--- src/rtl/reg_bus_pkg.sv ---
// Shared definitions for the register-bus initiator.
// Holds the FSM state encoding and the default parameter values used by
// the initiator, its interface and its address decoder.
package reg_bus_pkg;

   localparam int unsigned NREGS_DEF = 8;
   localparam int unsigned DW_DEF    = 8;
   localparam int unsigned AW_DEF    = 3;

   typedef enum logic [1:0] {
      ST_IDLE   = 2'd0,
      ST_SETUP  = 2'd1,
      ST_ACCESS = 2'd2,
      ST_RESP   = 2'd3
   } state_e;

endpackage

--- src/rtl/reg_bus_initiator_if.sv ---
// Bundle of command, response and register-side signals of the initiator.
//   cmd_*  : command channel (valid/ready), write flag, source select, address, data
//   rsp_*  : response channel (valid/ready), read data, range error
//   reg_*  : register array side: one-hot select, read/write strobes,
//            source select, write data, concatenated ro outputs
// Modport master is the initiator's view; slave is the environment's view.
interface reg_bus_initiator_if
   import reg_bus_pkg::*;
#(
   parameter int unsigned NREGS = NREGS_DEF,
   parameter int unsigned DW    = DW_DEF,
   parameter int unsigned AW    = AW_DEF
);
   logic                cmd_valid;
   logic                cmd_ready;
   logic                cmd_write;
   logic                cmd_sel_ab;
   logic [AW-1:0]       cmd_addr;
   logic [DW-1:0]       cmd_wdata;
   logic                rsp_valid;
   logic                rsp_ready;
   logic [DW-1:0]       rsp_rdata;
   logic                rsp_err;
   logic [NREGS-1:0]    reg_sel;
   logic                reg_read;
   logic                reg_write;
   logic                reg_sel_ab;
   logic [DW-1:0]       reg_wdata;
   logic [NREGS*DW-1:0] reg_ro;

   modport master (
      input  cmd_valid, cmd_write, cmd_sel_ab, cmd_addr, cmd_wdata,
      input  rsp_ready, reg_ro,
      output cmd_ready, rsp_valid, rsp_rdata, rsp_err,
      output reg_sel, reg_read, reg_write, reg_sel_ab, reg_wdata
   );

   modport slave (
      output cmd_valid, cmd_write, cmd_sel_ab, cmd_addr, cmd_wdata,
      output rsp_ready, reg_ro,
      input  cmd_ready, rsp_valid, rsp_rdata, rsp_err,
      input  reg_sel, reg_read, reg_write, reg_sel_ab, reg_wdata
   );

endinterface

--- src/rtl/reg_addr_decode.sv ---
// Register word address decoder.
//   addr_i : word index
//   sel_o  : one-hot word select, all zero when out of range
//   err_o  : high when addr_i >= NREGS
module reg_addr_decode
   import reg_bus_pkg::*;
#(
   parameter int unsigned NREGS = NREGS_DEF,
   parameter int unsigned AW    = AW_DEF
) (
   input  logic [AW-1:0]    addr_i,
   output logic [NREGS-1:0] sel_o,
   output logic             err_o
);

   always_comb begin
      sel_o = '0;
      err_o = (32'(addr_i) >= NREGS);
      for (int unsigned i = 0; i < NREGS; i++) begin
         if (32'(addr_i) == i) sel_o[i] = 1'b1;
      end
   end

endmodule

--- src/rtl/reg_bus_initiator.sv ---
// Register-bus initiator: accepts one command at a time and runs it through
// SETUP (select/data driven), ACCESS (one strobe) and RESP (held until
// consumed). Read data is captured at the end of ACCESS.
//   clk  : clock, rising edge
//   rst  : asynchronous active-high reset
//   bus  : command/response/register signals (reg_bus_initiator_if.master)
module reg_bus_initiator
   import reg_bus_pkg::*;
#(
   parameter int unsigned NREGS = NREGS_DEF,
   parameter int unsigned DW    = DW_DEF,
   parameter int unsigned AW    = AW_DEF
) (
   input  logic                clk,
   input  logic                rst,
   reg_bus_initiator_if.master bus
);

   state_e           state_q, state_d;
   logic             write_q, write_d;
   logic             sel_ab_q, sel_ab_d;
   logic [AW-1:0]    addr_q, addr_d;
   logic [DW-1:0]    wdata_q, wdata_d;
   logic [DW-1:0]    rdata_q, rdata_d;
   logic             err_q, err_d;

   logic [NREGS-1:0] dec_sel;
   logic             dec_err;
   logic [DW-1:0]    rd_mux;

   // Decode works on the latched address so later cmd_addr changes are ignored.
   reg_addr_decode #(
      .NREGS (NREGS),
      .AW    (AW)
   ) u_decode (
      .addr_i (addr_q),
      .sel_o  (dec_sel),
      .err_o  (dec_err)
   );

   always_comb begin
      rd_mux = '0;
      for (int unsigned i = 0; i < NREGS; i++) begin
         rd_mux = rd_mux | (bus.reg_ro[i*DW +: DW] & {DW{dec_sel[i]}});
      end
   end

   always_ff @(posedge clk or posedge rst) begin
      if (rst) begin
         state_q  <= ST_IDLE;
         write_q  <= 1'b0;
         sel_ab_q <= 1'b0;
         addr_q   <= '0;
         wdata_q  <= '0;
         rdata_q  <= '0;
         err_q    <= 1'b0;
      end else begin
         state_q  <= state_d;
         write_q  <= write_d;
         sel_ab_q <= sel_ab_d;
         addr_q   <= addr_d;
         wdata_q  <= wdata_d;
         rdata_q  <= rdata_d;
         err_q    <= err_d;
      end
   end

   always_comb begin
      state_d       = state_q;
      write_d       = write_q;
      sel_ab_d      = sel_ab_q;
      addr_d        = addr_q;
      wdata_d       = wdata_q;
      rdata_d       = rdata_q;
      err_d         = err_q;
      bus.cmd_ready = 1'b0;
      bus.rsp_valid = 1'b0;
      bus.reg_sel   = '0;
      bus.reg_read  = 1'b0;
      bus.reg_write = 1'b0;
      case (state_q)
         ST_IDLE: begin
            bus.cmd_ready = 1'b1;
            if (bus.cmd_valid) begin
               write_d  = bus.cmd_write;
               sel_ab_d = bus.cmd_sel_ab;
               addr_d   = bus.cmd_addr;
               wdata_d  = bus.cmd_wdata;
               state_d  = ST_SETUP;
            end
         end
         ST_SETUP: begin
            bus.reg_sel = dec_sel;
            state_d     = ST_ACCESS;
         end
         ST_ACCESS: begin
            // Out-of-range commands keep reg_sel zero and raise no strobe.
            bus.reg_sel   = dec_sel;
            bus.reg_write = write_q & ~dec_err;
            bus.reg_read  = ~write_q & ~dec_err;
            rdata_d       = (!write_q && !dec_err) ? rd_mux : '0;
            err_d         = dec_err;
            state_d       = ST_RESP;
         end
         ST_RESP: begin
            bus.rsp_valid = 1'b1;
            if (bus.rsp_ready) state_d = ST_IDLE;
         end
         default: state_d = ST_IDLE;
      endcase
   end

   assign bus.rsp_rdata  = rdata_q;
   assign bus.rsp_err    = err_q;
   assign bus.reg_sel_ab = sel_ab_q;
   assign bus.reg_wdata  = wdata_q;

endmodule

--- src/flat_wrapper.sv ---
// flat-port wrapper written by rule: the top's interface ports become plain ports
module reg_bus_initiator_flat import reg_bus_pkg::*;
#(
   parameter int unsigned NREGS = NREGS_DEF,
   parameter int unsigned DW    = DW_DEF,
   parameter int unsigned AW    = AW_DEF
)
  (clk, rst, bus_cmd_valid, bus_cmd_write, bus_cmd_sel_ab, bus_cmd_addr, bus_cmd_wdata, bus_rsp_ready, bus_reg_ro, bus_cmd_ready, bus_rsp_valid, bus_rsp_rdata, bus_rsp_err, bus_reg_sel, bus_reg_read, bus_reg_write, bus_reg_sel_ab, bus_reg_wdata);
  reg_bus_initiator_if #(.NREGS(NREGS), .DW(DW), .AW(AW)) bus_i ();
  input  logic clk;
  input  logic rst;
  input wire logic [$bits(bus_i.cmd_valid)-1:0] bus_cmd_valid;
  input wire logic [$bits(bus_i.cmd_write)-1:0] bus_cmd_write;
  input wire logic [$bits(bus_i.cmd_sel_ab)-1:0] bus_cmd_sel_ab;
  input wire logic [$bits(bus_i.cmd_addr)-1:0] bus_cmd_addr;
  input wire logic [$bits(bus_i.cmd_wdata)-1:0] bus_cmd_wdata;
  input wire logic [$bits(bus_i.rsp_ready)-1:0] bus_rsp_ready;
  input wire logic [$bits(bus_i.reg_ro)-1:0] bus_reg_ro;
  output wire logic [$bits(bus_i.cmd_ready)-1:0] bus_cmd_ready;
  output wire logic [$bits(bus_i.rsp_valid)-1:0] bus_rsp_valid;
  output wire logic [$bits(bus_i.rsp_rdata)-1:0] bus_rsp_rdata;
  output wire logic [$bits(bus_i.rsp_err)-1:0] bus_rsp_err;
  output wire logic [$bits(bus_i.reg_sel)-1:0] bus_reg_sel;
  output wire logic [$bits(bus_i.reg_read)-1:0] bus_reg_read;
  output wire logic [$bits(bus_i.reg_write)-1:0] bus_reg_write;
  output wire logic [$bits(bus_i.reg_sel_ab)-1:0] bus_reg_sel_ab;
  output wire logic [$bits(bus_i.reg_wdata)-1:0] bus_reg_wdata;
  assign bus_i.cmd_valid = bus_cmd_valid;
  assign bus_i.cmd_write = bus_cmd_write;
  assign bus_i.cmd_sel_ab = bus_cmd_sel_ab;
  assign bus_i.cmd_addr = bus_cmd_addr;
  assign bus_i.cmd_wdata = bus_cmd_wdata;
  assign bus_i.rsp_ready = bus_rsp_ready;
  assign bus_i.reg_ro = bus_reg_ro;
  assign bus_cmd_ready = bus_i.cmd_ready;
  assign bus_rsp_valid = bus_i.rsp_valid;
  assign bus_rsp_rdata = bus_i.rsp_rdata;
  assign bus_rsp_err = bus_i.rsp_err;
  assign bus_reg_sel = bus_i.reg_sel;
  assign bus_reg_read = bus_i.reg_read;
  assign bus_reg_write = bus_i.reg_write;
  assign bus_reg_sel_ab = bus_i.reg_sel_ab;
  assign bus_reg_wdata = bus_i.reg_wdata;
  reg_bus_initiator #(.NREGS(NREGS), .DW(DW), .AW(AW)) u_core (.clk(clk), .rst(rst), .bus(bus_i));
endmodule
--- config.mk ---
export PLATFORM = sky130hd
export DESIGN_NAME = reg_bus_initiator_flat
export DESIGN_NICKNAME = d
export VERILOG_FILES = /design/src/rtl/reg_bus_pkg.sv /design/src/rtl/reg_bus_initiator_if.sv /design/src/rtl/reg_addr_decode.sv /design/src/rtl/reg_bus_initiator.sv /design/src/flat_wrapper.sv
export SDC_FILE = /design/constraint.sdc
export NUM_CORES = 1
export LEC_CHECK = 0
export BUFFER_PORTS_ARGS = -buffer_cell sky130_fd_sc_hd__buf_2
export CELL_PAD_IN_SITES_DETAIL_PLACEMENT = 0
export CELL_PAD_IN_SITES_GLOBAL_PLACEMENT = 1
export CORE_UTILIZATION = 27
export CTS_BUF_LIST = sky130_fd_sc_hd__clkbuf_8
export DETAILED_ROUTE_END_ITERATION = 16
export GPL_ROUTABILITY_DRIVEN = 1
export GPL_TIMING_DRIVEN = 0
export PLACE_DENSITY = 0.76
export REMOVE_ABC_BUFFERS = 1
export SYNTH_ARGS = -nofsm -noshare
export SYNTH_HDL_FRONTEND = slang
export SYNTH_SLANG_ARGS = --single-unit
--- constraint.sdc ---
create_clock -name clk -period 1.5 [get_ports clk]
set_input_delay 0 -clock clk [delete_from_list [all_inputs] [get_ports clk]]
set_output_delay 0 -clock clk [all_outputs]
set_load 0.02 [all_outputs]
==> results.yml, run 1 <==
status:
  status: "finished with violations"
  violations: "setup timing"
floorplan:
  start_util_pct: 28.35
  ioPinCount: 111
  rows: 27
  die_area_um2: 6163
  dieWidth_um: 78.51
  core_um2: 5574
  die_h_um: 78.51
sta:
  layout_setup_ws_ns: -0.07484
  maxSlewViolCount: 0
  hold_viol: 0
  finalCritPeriodShare_pct: 105.0
  rsz0062_at_grt: "yes"
  fin_skew_ns: 0.003526
  worst_hold_slack_ns: 0.1525
  fmax_ghz: 0.6350
  period_needed_ns: 1.575
  slew_headroom_pct: 39.69
  worst_pin_slew_ns: 0.9037
  setup_viol: 7
detailed_routing:
  vias: 1777
  firstDrtPassIters: 4
  drt_wl_total_mm: 5.629
  wire_per_inst_um: 15.34
  drt-vias-per-instance: 4.842
  route.detailed.drc: 0
  drt_iter0_drc: 53
  ant_nets: 0
critical_path:
  worstPathCellList: "nor3b_4 > buf_6 > a22oi_1 > a2111oi_4 > a211o_1"
  cp.buffers_inverters: 1
  crit_start: "u_core.addr_q[2]"
  cp_top_family: "compound AO/OA/AOI/OAI gates"
  reg2regPathDepth: 5
  crit_path_max_incr_delay_ns: 0.53
  rr_endpoint: "u_core.bus.rsp_rdata[7]"
  critical_path_arrival_ns: 1.78
  required_ns: 1.71
  path_max_fanout: 5
  endpoint_kind: "register"
  crit_path_end: "u_core.bus.rsp_rdata[7]"
  cp-start-kind: "register"
  r2r_setup_slack_ns: -0.07
  cp.depth: 5
  critPathKind: "reg2reg"
  slowest_stage: "dfrtp_4"
  r2r_start: "u_core.addr_q[2]"
yosys:
  synth_cell_type_count: 32
  netlist_instances: 160
  ys_ff_latch: 23
  syn_area_um2: 1580
  seq_area_frac_synth_pct: 36.42
  ys_warn_count: 0
  avgSynthCellArea_um2: 9.877
layout:
  fin_cells: 367
  drive_above_1_share_pct: 69.15
  final_util_pct: 51.38
  final_nets: 380
  area_growth_pct: 81.24
  fin_area_um2: 2864
  n_antenna_cell: 0
clocking:
  cts-htree-levels: 1
  cts_tree: "built"
  cts_root_buf: "clkbuf_8"
  clk_latency_ns: 0.26
  cts_buffers: 3
  path_clk_slew_ns: 0.08
  cts.path.max_buffers: 2
  cts_sinks: 23
worst_hold_path:
  hold_path_class: "in2reg"
placement:
  gp_congestion: 0.6725
  io_buffers: 109
  dpl.hpwl_mm: 3.729
  place_inst: 326
  placed_area_um2: 2116
flow_run:
  drv_cap: 0
power_and_ir_drop:
  power.total_mw: 5.967
  irDropWorstVdd_mv: 0.8454
  power_leakage_nw: 1.353
  power_density_nw_per_um2: 2083
grt:
  grt_antenna_before_repair: 0
  grtUsageTotal_pct: 17.84
  grt_start_max_net_pins: 24
  overflow: 0
  first_global_vias: 1761
  grt_pass1_wl_mm: 8.528
## sequential cells by signal (all words and copies together), names as in the netlist
name	cells
u_core.bus.reg_sel_ab	1
u_core.addr_q	3
u_core.bus.rsp_rdata	8
u_core.bus.reg_wdata	8
u_core.state_q	2
u_core.write_q	1
## metal layers
layer | routed length [um] | vias to the layer above | GRT usage, %
met2 | 2834 | 67 | 31.13
met5 | 0 | - | 0
met4 | 23 | 0 | 3.889
li1 | - | 873 | -
met3 | 314 | 2 | 1.977
met1 | 2456 | 835 | 23.42
## area by class of cell
type                       count  area [um^2]
tap                           72        90.09
timing repair buffer         145        943.4
multi-input combinational    117         1165
clock inverter                 1        7.507
sequential                    23        585.6
fill                         533         2710
clock buffer                   3        41.29
inverter                       6        31.28
## how the worst min path moves through the flow
stage                           startpoint                 endpoint  cells after the start
after global placement    bus_cmd_wdata[4]  u_core.bus.reg_wdata[4]                      2
after floorplan                        rst         u_core.addr_q[0]                      1
final                        bus_reg_ro[2]  u_core.bus.rsp_rdata[2]                      4
after global routing         bus_reg_ro[1]  u_core.bus.rsp_rdata[1]                      4
after detailed placement               rst  u_core.bus.rsp_rdata[7]                      2
after CTS                   bus_reg_ro[45]  u_core.bus.rsp_rdata[5]                      4
## cells in the mapped netlist, drive strengths merged
cell | count | area (um^2)
mux2i | 2 | 20.02
a211o | 7 | 61.31
conb | 1 | 3.750
inv | 5 | 18.77
nand2 | 14 | 52.55
dfrtp | 23 | 575.6
clkinv | 1 | 3.750
o21ai | 2 | 10.00
a21bo | 7 | 70.07
nor3b | 1 | 18.77
a22o | 1 | 8.760
a22oi | 21 | 157.7
o22a | 1 | 8.760
buf | 12 | 88.83
o32a | 1 | 10.01
a21oi | 8 | 40.04
ha | 3 | 37.54
nor2 | 7 | 28.78
nor2b | 5 | 31.28
mux2 | 13 | 146.4
o22ai | 7 | 43.79
nand2b | 2 | 12.51
and2 | 2 | 12.51
a221oi | 2 | 17.52
nor3 | 2 | 10.01
a2111oi | 7 | 80.08
clkbuf | 3 | 11.26
## cells by family after synthesis
group	after synthesis	share of synthesized area, %
AND/OR/NAND/NOR	33	10.53
AO/OA/AOI/OAI	64	32.15
adder cells (fa/ha/maj)	3	2.376
other	1	0.2373
buffers and inverters	21	7.759
multiplexers	15	10.53
flip-flops	23	36.42
## power breakdown
group / leakage, nW / internal [mW] / switching [mW]
Combinational: 1.05 / 2.09 / 2.24
Sequential: 0.277 / 0.944 / 0.315
Clock: 0.0217 / 0.188 / 0.200
Total: 1.35 / 3.22 / 2.75
## through the flow
stage | worst slack, ns | TNS, ns
finish | -0.07484 | -0.3612
global route | -0.1374 | -0.9123
CTS | -0.1035 | -0.5137
detailed placement | -0.7385 | -7.273
global placement | -0.7183 | -7.034
floorplan | -0.1683 | -1.708
## tightest hold or removal path: stages
cell and delay, ns:
buf_2 0.07, a22oi_1 0.06, o22ai_1 0.14, a211o_1 0.11
## placed cells by master, fill, tap and decap left out, drive strengths merged, types with 3 or more instances in the layout
cell,instances
a2111oi,7
a211o,7
a21bo,7
a21oi,8
a22oi,21
buf,131
clkbuf,3
dfrtp,23
dlygate4sd3,14
ha,3
inv,4
mux2,13
nand2,14
nor2,8
nor2b,5
o22ai,7
## what timing repair did
item                       in CTS  in global routing
pin swaps                       6                  9
buffers inserted               21                  1
hold buffers                   14                  0
cloned                          0                  1
setup endpoints to repair      30                 22
hold endpoints to repair       36                  0
resized for setup              47                 33
Power figures use the tool's default switching activity.
==> inputs of run 2 (changes only) <==
Settings changed: CELL_PAD_IN_SITES_DETAIL_PLACEMENT 0 to default, CELL_PAD_IN_SITES_GLOBAL_PLACEMENT 1 to default, CORE_UTILIZATION 27 to 38, PLACE_DENSITY 0.76 to 0.75.
==> results.yml, run 2 (synthesis gave the netlist of run 1 again) <==
clocking:
  clk_latency_ns: 0.26
  path_clk_slew_ns: 0.08
  cts_sinks: 23
  cts-htree-levels: 1
  cts_buffers: 3
  cts_root_buf: "clkbuf_8"
  cts_tree: "built"
  cts.path.max_buffers: 2
detailed_routing:
  drt_wl_total_mm: 5.027
  firstDrtPassIters: 4
  drt_iter0_drc: 62
  vias: 1754
  ant_nets: 0
  wire_per_inst_um: 15.01
  drt-vias-per-instance: 5.236
  route.detailed.drc: 0
placement:
  io_buffers: 109
  dpl.hpwl_mm: 3.434
  pre_cts_ws_ns: -0.7476
  placed_area_um2: 2088
  gp_congestion: 0.7292
critical_path:
  reg2regPathDepth: 4
  critPathKind: "reg2reg"
  path_max_fanout: 10
  r2r_setup_slack_ns: -0.09
  endpoint_kind: "register"
  r2r_start: "u_core.addr_q[1]"
  rr_endpoint: "u_core.bus.rsp_rdata[1]"
  required_ns: 1.66
  cp-start-kind: "register"
  critical_path_arrival_ns: 1.75
sta:
  rsz0062_at_grt: "yes"
  maxSlewViolCount: 0
  period_needed_ns: 1.592
  layout_setup_ws_ns: -0.09190
  worst_pin_slew_ns: 0.8613
  timing.setup.tns_ns: -0.3360
  slew_headroom_pct: 42.52
  fin_skew_ns: 0.005011
  hold_viol: 0
  finalCritPeriodShare_pct: 106.1
  fmax_ghz: 0.6282
  setup_viol: 7
worst_hold_path:
  min_path_cells: 4
  min_from: "bus_reg_ro[45]"
  hold_path_class: "in2reg"
  min_to: "u_core.bus.rsp_rdata[5]"
layout:
  drive_above_1_share_pct: 63.86
  fin_area_um2: 2605
  area_growth_pct: 64.85
  n_antenna_cell: 0
  mostFrequentLayoutCell: "buf_2"
  layout_common_cells: "109 x buf_2, 19 x dfrtp_1, 15 x a22oi_1, 14 x dlygate4sd3_1, 13 x mux2_2"
  final_nets: 370
power_and_ir_drop:
  power.total_mw: 5.283
  power_density_nw_per_um2: 2028
  irDropWorstVdd_mv: 1.229
  power_leakage_nw: 1.274
grt:
  overflow: 0
  grt_pass1_wl_mm: 7.569
  grt_start_max_net_pins: 24
  grt_antenna_before_repair: 0
  first_global_vias: 1591
  grtUsageTotal_pct: 22.65
status:
  violations: "setup timing"
  status: "finished with violations"
floorplan:
  core_um2: 4000
  die_area_um2: 4420
  dieWidth_um: 66.49
  die_h_um: 66.49
  rows: 23
  start_util_pct: 39.51
  ioPinCount: 111
flow_run:
  drv_cap: 0
-- run 2: layer usage --
metal / track usage, % / wire, um
met1: 30.01 / 2108
met2: 38.01 / 2538
met3: 4.452 / 330
met4: 4.787 / 51
met5: 0 / 0
-- run 2: how the worst max path moves through the flow --
stage / to / cells after the start / slack (ns) / from
global placement: u_core.bus.rsp_rdata[1] / 4 / -0.64 / u_core.addr_q[2]
detailed placement: u_core.bus.rsp_rdata[3] / 4 / -0.75 / u_core.addr_q[2]
floorplan: u_core.bus.rsp_rdata[0] / 6 / -0.17 / u_core.state_q[0]
finish: u_core.bus.rsp_rdata[1] / 4 / -0.09 / u_core.addr_q[1]
CTS: u_core.bus.rsp_rdata[3] / 5 / -0.09 / u_core.addr_q[1]
global route: u_core.bus.rsp_rdata[1] / 4 / -0.17 / u_core.addr_q[1]
-- run 2: repair_timing --
item,CTS,global route
gates resized for setup,24,22
gates cloned,0,0
hold buffers,14,0
hold endpoints to repair,36,0
pin swaps,3,10
setup endpoints to repair,29,25
buffers inserted,12,1
-- run 2: where the power goes --
part / switching [mW] / internal (mW)
combinational: 1.94 / 1.69
clock: 0.191 / 0.183
sequential: 0.338 / 0.938
-- run 2: layout make-up --
class / count / area [um^2]
clock inverter: 1 / 3.754
tap: 50 / 62.56
timing repair buffer: 136 / 828.3
fill: 313 / 1395
clock buffer: 3 / 41.29
inverter: 6 / 31.28
sequential: 23 / 583.1
multi-input combinational: 116 / 1055
-- run 2: metrics by stage --
| stage | hold WS, ns | cells | util, % |
|---|---|---|---|
| floorplan | 0.001924 | 145 | - |
| global placement | 0.2140 | 304 | 52.21 |
| detailed placement | 0.2180 | 304 | 52.21 |
| CTS | 0.1304 | 334 | 62.21 |
| global route | 0.1646 | 335 | 65.12 |
| finish | 0.1269 | 335 | 65.12 |
-- run 2: critical path, stage by stage (launching register included) --
cell	delay, ns
dfrtp_2	0.47
nand2b_1	0.33
a21oi_1	0.31
a2111oi_4	0.10
a211o_1	0.27
==> inputs of run 3 (changes only) <==
Settings changed: CORE_ASPECT_RATIO from default to 0.5.
==> results.yml, run 3 (synthesis gave the netlist of run 1 again) <==
layout:
  final_nets: 382
  mostFrequentLayoutCell: "buf_2"
  layout_common_cells: "108 x buf_2, 23 x buf_4, 20 x dfrtp_1, 19 x a22oi_1, 14 x dlygate4sd3_1"
  area_growth_pct: 70.86
  fin_cells: 351
  fin_area_um2: 2700
  drive_above_1_share_pct: 65.66
  n_antenna_cell: 0
  num-fill-cells: 279
power_and_ir_drop:
  irDropWorstVdd_mv: 1.147
  power_leakage_nw: 1.334
  power_density_nw_per_um2: 2083
sta:
  fin_skew_ns: 0.006122
  hold_viol: 0
  maxSlewViolCount: 0
  period_needed_ns: 1.612
  finalCritPeriodShare_pct: 107.5
  slew_headroom_pct: 42.92
  fmax_ghz: 0.6202
  worst_pin_slew_ns: 0.8553
  setup_viol: 8
  layout_setup_ws_ns: -0.1124
  rsz0062_at_grt: "yes"
detailed_routing:
  firstDrtPassIters: 5
  drt-vias-per-instance: 5.536
  wire_per_inst_um: 16.45
  drt_wl_total_mm: 5.773
  drt_iter0_drc: 127
  route.detailed.drc: 0
  ant_nets: 0
  vias: 1943
critical_path:
  r2r_setup_slack_ns: -0.11
  critical_path_arrival_ns: 1.82
  reg2regPathDepth: 6
  path_max_fanout: 5
  endpoint_kind: "register"
  critPathKind: "reg2reg"
  cp-start-kind: "register"
  r2r_start: "u_core.addr_q[1]"
  required_ns: 1.71
  rr_endpoint: "u_core.bus.rsp_rdata[2]"
clocking:
  cts_tree: "built"
  cts_buffers: 3
  cts_root_buf: "clkbuf_8"
  cts-htree-levels: 1
  cts_sinks: 23
  cts.path.max_buffers: 2
  path_clk_slew_ns: 0.09
  clk_latency_ns: 0.27
floorplan:
  ioPinCount: 111
  die_area_um2: 4436
  dieWidth_um: 93.20
  start_util_pct: 40.07
  rows: 16
  core_um2: 3944
  die_h_um: 47.60
grt:
  grt_start_max_net_pins: 24
  first_global_vias: 1661
  grt_pass1_wl_mm: 7.238
  overflow: 0
  grt_antenna_before_repair: 0
  grtUsageTotal_pct: 21.29
worst_hold_path:
  hold_path_class: "in2reg"
  min_from: "bus_reg_ro[3]"
  min_to: "u_core.bus.rsp_rdata[3]"
  min_path_cells: 4
placement:
  io_buffers: 109
  dpl.hpwl_mm: 3.490
  placed_area_um2: 2093
  gp_congestion: 0.7704
  place_inst: 308
status:
  violations: "setup timing"
  status: "finished with violations"
flow_run:
  drv_cap: 0
[run 3: cell count changes in the layout (fill, tap and decap cells not counted), moves of 2 or more]
cell	previous run	this run
buf_4	8	23
a21oi_1	8	4
a22oi_1	15	19
a22oi_2	6	2
a21oi_2	0	3
buf_12	3	1
nor2b_2	2	0
o22ai_1	7	5
o22ai_2	0	2
[run 3: worst max path at each step]
stage                      start                      end  slack, ns  cells past startpoint
4_1_cts         u_core.addr_q[2]  u_core.bus.rsp_rdata[6]      -0.09                      4
3_3_place_gp    u_core.addr_q[2]  u_core.bus.rsp_rdata[7]      -0.52                      4
2_1_floorplan  u_core.state_q[0]  u_core.bus.rsp_rdata[0]      -0.17                      6
6_report        u_core.addr_q[1]  u_core.bus.rsp_rdata[2]      -0.11                      6
5_1_grt         u_core.addr_q[1]  u_core.bus.rsp_rdata[2]      -0.14                      6
3_5_place_dp    u_core.addr_q[2]  u_core.bus.rsp_rdata[3]      -0.54                      4
[run 3: critical path: stages (launching register included)]
cell and delay (ns):
dfrtp_2 0.44, buf_4 0.18, nor2b_4 0.15, buf_6 0.13, a22oi_2 0.09, a2111oi_4 0.39, a211o_1 0.16
[run 3: stage by stage]
| step | utilization, % | setup WS (ns) | power (mW) | setup TNS (ns) | hold slack, ns |
|---|---|---|---|---|---|
| 2_1_floorplan | - | -0.1683 | 3.104 | -1.708 | 0.001924 |
| 3_3_place_gp | 53.08 | -0.5177 | 3.824 | -5.463 | 0.1981 |
| 3_5_place_dp | 53.08 | -0.5391 | 3.923 | -6.819 | 0.2233 |
| 4_1_cts | 62.12 | -0.09102 | 4.822 | -0.3862 | 0.1545 |
| 5_1_grt | 68.46 | -0.1397 | 5.942 | -0.8728 | 0.1641 |
| 6_report | 68.46 | -0.1124 | 5.623 | -0.3953 | 0.1445 |
[run 3: routing by layer]
metal | global-route usage, % | up-vias | part of all wire [%]
met2 | 44.12 | 94 | 52
met3 | 3.016 | 19 | 6.1
met4 | 4.615 | 0 | 2.5
met5 | 0 | - | 0
met1 | 24.66 | 948 | 39
li1 | - | 882 | -
[run 3: what timing repair did]
item                       4_1_cts  5_1_grt
cloned                           0        0
hold endpoints to repair        36        0
gates resized for setup         24       30
setup endpoints to repair       29       31
buffers inserted                14       11
hold buffers                    14        0
pin swaps                        4       11
[run 3: power breakdown]
part / leakage, nW / internal, mW / switching [mW]
sequential: 0.278 / 0.935 / 0.289
combinational: 1.04 / 1.85 / 2.15
clock: 0.0217 / 0.188 / 0.208
total: 1.33 / 2.98 / 2.65
[run 3: cell type report]
cell class                      count  area, um^2  area share (%)
Inverter                            6       33.78           1.251
Sequential cell                    23       581.8           21.55
Clock inverter                      1       7.507          0.2780
Clock buffer                        3       41.29           1.529
Multi-Input combinational cell    116        1072           39.71
Tap cell                           54       67.56           2.502
Timing Repair Buffer              148       895.9           33.18
